[config.mk]
export PLATFORM = sky130hd
export DESIGN_NAME = call_return_stack
export DESIGN_NICKNAME = d
export VERILOG_FILES = /design/src/rtl/call_return_stack.sv
export SDC_FILE = /design/constraint.sdc
export NUM_CORES = 1
export LEC_CHECK = 0
export BUFFER_PORTS_ARGS = -buffer_cell sky130_fd_sc_hd__buf_2
export CORE_UTILIZATION = 45
export CTS_CLUSTER_DIAMETER = 120
export DETAILED_ROUTE_END_ITERATION = 6
export MAX_ROUTING_LAYER = met4
export SYNTH_ARGS = -nofsm -noshare
export SYNTH_HDL_FRONTEND = slang
export SYNTH_SLANG_ARGS = --single-unit
[constraint.sdc]
create_clock -name clk -period 7 [get_ports clk]
set_input_delay 0.7 -clock clk [delete_from_list [all_inputs] [get_ports clk]]
set_output_delay 0.7 -clock clk [all_outputs]
set_load 0.05 [all_outputs]
[src/rtl/call_return_stack.sv]
`default_nettype none
// +----------------------------------------------------------------------------
// | call_return_stack : SAP-2 CALL/RET return-address stack with debug status.
// | Optional macro CALL_STACK_CIRCULAR_EN: push-when-full overwrites oldest.
// | Revision: 1.0
// +----------------------------------------------------------------------------
module call_return_stack #(
  parameter int ADDR_W = 16,
  parameter int DEPTH  = 8
) (
  input  logic                       clk,
  input  logic                       rst,
  input  logic                       call,
  input  logic                       ret,
  input  logic [ADDR_W-1:0]          pc_in,
  input  logic                       clr_err,
  output logic [ADDR_W-1:0]          ret_addr,
  output logic [$clog2(DEPTH):0]     depth,
  output logic                       empty,
  output logic                       full,
  output logic                       overflow,
  output logic                       underflow
);

  localparam int PTR_W = $clog2(DEPTH);
  localparam logic [PTR_W:0] c_full_depth = (PTR_W+1)'(DEPTH);

  logic [ADDR_W-1:0] mem_q [DEPTH];
  logic [ADDR_W-1:0] mem_d [DEPTH];
  logic [PTR_W-1:0]  head_q, head_d;
  logic [PTR_W:0]    depth_q, depth_d;
  logic              overflow_q, overflow_d;
  logic              underflow_q, underflow_d;

  logic [PTR_W-1:0]  w_top_idx;
  logic              w_empty;
  logic              w_full;

  assign w_top_idx = head_q - 1'b1;
  assign w_empty   = (depth_q == '0);
  assign w_full    = (depth_q == c_full_depth);

  always_comb begin
    mem_d       = mem_q;
    head_d      = head_q;
    depth_d     = depth_q;
    overflow_d  = overflow_q;
    underflow_d = underflow_q;

    // Clear first so an error raised on the same edge takes priority.
    if (clr_err) begin
      overflow_d  = 1'b0;
      underflow_d = 1'b0;
    end

    case ({call, ret})
      2'b10: begin
        if (!w_full) begin
          mem_d[head_q] = pc_in;
          head_d        = head_q + 1'b1;
          depth_d       = depth_q + 1'b1;
        end else begin
          overflow_d = 1'b1;
`ifdef CALL_STACK_CIRCULAR_EN
          mem_d[head_q] = pc_in;
          head_d        = head_q + 1'b1;
`endif
        end
      end
      2'b01: begin
        if (!w_empty) begin
          head_d  = head_q - 1'b1;
          depth_d = depth_q - 1'b1;
        end else begin
          underflow_d = 1'b1;
        end
      end
      2'b11: begin
        // Tail-call style replace; on an empty stack this degrades to a push.
        if (!w_empty) begin
          mem_d[w_top_idx] = pc_in;
        end else begin
          mem_d[head_q] = pc_in;
          head_d        = head_q + 1'b1;
          depth_d       = depth_q + 1'b1;
        end
      end
      default: begin
      end
    endcase
  end

  always_ff @(posedge clk or posedge rst) begin
    if (rst) begin
      for (int i = 0; i < DEPTH; i++) begin
        mem_q[i] <= '0;
      end
      head_q      <= '0;
      depth_q     <= '0;
      overflow_q  <= 1'b0;
      underflow_q <= 1'b0;
    end else begin
      mem_q       <= mem_d;
      head_q      <= head_d;
      depth_q     <= depth_d;
      overflow_q  <= overflow_d;
      underflow_q <= underflow_d;
    end
  end

  assign ret_addr  = w_empty ? '0 : mem_q[w_top_idx];
  assign depth     = depth_q;
  assign empty     = w_empty;
  assign full      = w_full;
  assign overflow  = overflow_q;
  assign underflow = underflow_q;

endmodule
`default_nettype wire

Word level (Yosys, flattened, before mapping)
Cells that the tools add are included.
{ "word_totals": {"register_bits": 137, "word_cells": 63} }
{ "classes": {"eq_ne": 7, "reduce_logical": 7, "magnitude_cmp": 4, "n_addsub": 4, "n_bitwise": 2, "n_mux": 27} }
{ "op_table": {"columns": ["op", "n"], "rows": [
  ["$bwmux 128", 2],
  ["$mux 128", 2],
  ["$pmux 128 s2", 1],
  ["$demux 16 s3", 2],
  ["$mux 16", 5],
  ["$bmux 16 s3", 1],
  ["$mux 4", 3],
  ["$pmux 4 s3", 1],
  ["$mux 3", 3],
  ["$pmux 3 s3", 1],
  ["$ge 4x4->1 const B", 2],
  ["$lt 4x1->1 const B", 2],
  ["$not 3->4", 2],
  ["$mux 1", 6],
  ["$ne 2x2->1 const B", 3],
  ["$add 4x1->4 const B", 1],
  ["$eq 2x2->1 const B", 2],
  ["$eq 4x4->1 const B", 1],
  ["$logic_not 4->1", 1],
  ["$reduce_and 4->1", 1],
  ["$sub 4x1->4 const B", 1],
  ["$add 3x1->3 const B", 1],
  ["$reduce_bool 3->1", 1],
  ["$sub 3x1->3 const B", 1],
  ["4 further kinds", 5]
]} }

Logic depth before layout (Yosys ltp)
{ "logic_depth": {"word_depth": 9, "depth_mapped": 8, "mapped_depth_nobuf": 6} }

Worst setup path before layout
OpenSTA, ideal clock, no wires.
{ "synth_timing": {"path_kind": "register to output", "start": "reg head_q[0]", "end": "out ret_addr[10]", "slack_ps": 3261, "arrival_time_ps": 3039, "n_path_buf": 3, "path_stages_with_launch": 9, "cell_sequence": "dfrtp_1 clkinv_1 ha_1 clkbuf_8 clkbuf_1 nor3_1 buf_2 a22oi_1 a31oi_1"} }
{ "synth_between": {"elab_chain_len": 6} }
{ "synth_rtl": {"columns": ["element", "line", "rtl"], "rows": [
  ["start, declared", "30", "logic [PTR_W-1:0] head_q, head_d;"],
  ["start signal, assigned", "98", "head_q <= '0;"],
  ["start signal, assigned", "104", "head_q <= head_d;"],
  ["$sub 3x1->3", "39", "assign w_top_idx = head_q - 1'b1;"],
  ["$not 3->4 (not written as such)", "111", "assign ret_addr = w_empty ? '0 : mem_q[w_top_idx];"],
  ["$bmux 16 s3", "111", null],
  ["$mux 16 (not written as such) (2 in a row)", "111", null],
  ["$mux 16", "111", null],
  ["end, declared", "17", "output logic [ADDR_W-1:0] ret_addr,"]
]} }
No other way between the ends. The select of a mux whose other input is x is not followed.

Worst setup path after layout
{ "layout_timing": {"start": "reg head_q[0]", "end": "out ret_addr[7]"} }
Same word-level chain as after synthesis.

==> impl_metrics.toml <==
[status]
status = "finished, final reports clean"

[cts]
clkLatencyLatePin_ns = 0.42
cts-root-buf = "clkbuf_16"
clockBufferDepth = 2
post_cts_buffers = 0
cts.sinks = 137
cts_tree = "done"
postCtsResizedCells = 0
cts_hold_buf = 0
clk_pin_slew_ns = 0.06
htree_levels = 4
cts_made_buffers = 17

[placement]
routabilityCongestion = 0.728
portBuffers = 44
hpwlAfterDp_um = 8910
placed_cells = 677

[logic_synthesis]
synth_xor_area_frac = 0.00933
synth_edf_count = 0
yosysWarningCount = 0
ys_async_sr_fraction = 1.00
ys_seq_area_frac = 0.522
synth_top_area_frac = 0.522
synth_top_area_cell = "dfrtp_1"
synth_area_leaders = "dfrtp_1 52%, mux2_2 20%, mux4_2 5.5%"
synth-compound-area-share = 0.0986
synth_simple_gate_area_frac = 0.0407
syn_nets = 494
syn_inst = 470
ys_seq_elements = 137
synthMuxAreaShare = 0.281
synth_cell_types = 40
yosys.area_share.adder = 0.00571
syn_area_per_cell_um2 = 14.0
netlist_area_um2 = 6570
synthFlopType = "dfrtp_1"
synth_top_family_by_area = "multiplexers"

[min_path]
hold_class = "primary input to async pin"

[setup_path]
r2r_end = "mem_q[55]"
crit_type = "flop to output port"
critPathRequiredTime_ns = 6.30
slowest_stage = "nor2_1"
start_kind = "flop"
cpMostUsedCell = "buf_4"
endpoint_kind = "output port"
max_stage_delay_ns = 0.61
cp_max_fo = 30
crit_arrival_ns = 3.98
path_buf_inv = 5
critical_path.top_delay_family = "buffers and inverters"
reg2reg_slack_ns = 3.26
rr_worst_depth = 8
cp_cell_sequence = "buf_4, clkinv_1, ha_1, xnor2_2, buf_4, nor2_1, buf_4, a22oi_1, a31oi_1, buf_2"
r2r-start = "head_q[0]"

[timing]
fin_crit_ns = 4.68
finalSetupViolations = 0
max_freq_mhz = 213
fin_skew_ns = 0.00793
maxSlewViolCount = 0
post-route-period-util = 0.669
final_hold_viol_count = 0
tightest_slew_ns = 1.15
slew_headroom = 0.233
final.setup.tns_ns = 0
rsz0062_at_grt = "no"

[floorplanning]
rows = 43
core-area_um2 = 14000
die_w_um = 123
io_pins = 45
die_h_um = 123
start_util = 0.468
die-area_um2 = 15100

[drt]
drc = 0
via_count = 4103
drtIter0Drc = 230
wl_per_cell_um = 20.4
viasPerCell = 5.79
finalWirelength_um = 14500
drtAntennaViolNets = 0
firstDrtPassIters = 4

[layout]
fill_cells = 1192
mostFrequentLayoutCells = "137 x dfrtp_1, 119 x mux2_2, 44 x buf_2, 33 x a22oi_1, 19 x nand2_1"
nets = 540
layout_commonest_cell = "dfrtp_1"
fin_util = 0.534
n_antenna_cell = 0
synthToLayoutAreaGrowth_pct = 14.1
finalNonFillerCells = 709
multi_input_area_um2 = 2880
regArea_um2 = 3430
drive_gt1_frac = 0.459

[grt]
grt_pass1_vias = 4335
overflow = 0
antenna_found_initial = 0
grt_max_degree = 71
grt.total_usage = 0.219
grt_pass1_wl_um = 23400

[run]
cap_violations = 0
==> Yosys cell counts, types with 3 or more instances <==
cell type  number
a221oi_2        3
buf_6           9
or3_1           4
nand2_1        19
nand2b_1        4
a211oi_4        3
xor2_1          4
nand3_1        10
mux2i_1         9
o21ai_0        10
a21oi_1         3
dfrtp_1       137
xnor2_1         3
ha_1            3
mux4_2         16
mux2_4          3
a22oi_1        33
nor2_1          7
clkbuf_1       10
buf_2           3
clkbuf_8        4
a31oi_1        18
mux2_2        119
inv_1          14
==> area by class of cell <==
cell class,instances,area share
Sequential cell,137,0.457
Multi-Input combinational cell,290,0.384
Clock buffer,19,0.0577
Timing Repair Buffer,55,0.0404
Tap cell,180,0.0300
Clock inverter,13,0.0225
Inverter,15,0.00817
==> flip-flops by register name, summed over array words and instances, names as in the netlist <==
register and cells:
mem_q 128, depth 4, head_q 3, overflow 1
underflow 1
==> routing by layer <==
metal  vias up  GRT usage  share of wire
met2        88      0.348           0.49
met4         0     0.0793          0.015
met5         -          -              0
li1       1845          -              -
met3        19     0.0502          0.038
met1      2151      0.275           0.45
==> cell families (layout without fill, tap and decap cells) <==
family,count (synthesis),count (layout)
multiplexers,148,148
flip-flops,137,137
AO/OA/AOI/OAI,78,78
AND/OR/NAND/NOR,54,54
buffers and inverters,43,102
XOR/XNOR,7,7
adder cells (fa/ha/maj),3,3
==> how the worst max path moves through the flow <==
stage                     startpoint          end  slack (ns)  depth (start not counted)
after CTS                  head_q[0]  ret_addr[7]        2.27                         10
final                      head_q[0]  ret_addr[7]        2.32                         10
after global routing       head_q[0]  ret_addr[6]        2.02                         10
after detailed placement   head_q[0]  ret_addr[7]        2.73                         10
after floorplan                  rst     depth[0]        2.63                          1
after global placement     head_q[0]  ret_addr[7]        2.83                         10
==> stage by stage <==
| step | worst slack, ns | hold slack, ns | instance area [um2] |
|---|---|---|---|
| after floorplan | 2.63 | 0.475 | 6570 |
| after global placement | 2.83 | 0.484 | 6900 |
| after detailed placement | 2.73 | 0.490 | 6900 |
| after CTS | 2.27 | 0.389 | 7500 |
| after global routing | 2.02 | 0.418 | 7500 |
| final | 2.32 | 0.375 | 7500 |
==> worst register-to-register path, delay by kind of cell (launching register included) <==
kind | cells | cell delay [ns]
AOI/OAI and AO/OA | 1 | 0.80
xor gates and xnor gates | 1 | 0.53
adders and majority gates | 1 | 0.34
buffers and inverters | 3 | 1.11
DFF | 1 | 0.32
muxes | 1 | 0.37
and+or+nand+nor | 1 | 0.17
Power is not shown: default switching activity piles up to over one toggle a cycle in this logic, so the estimate is an artifact.
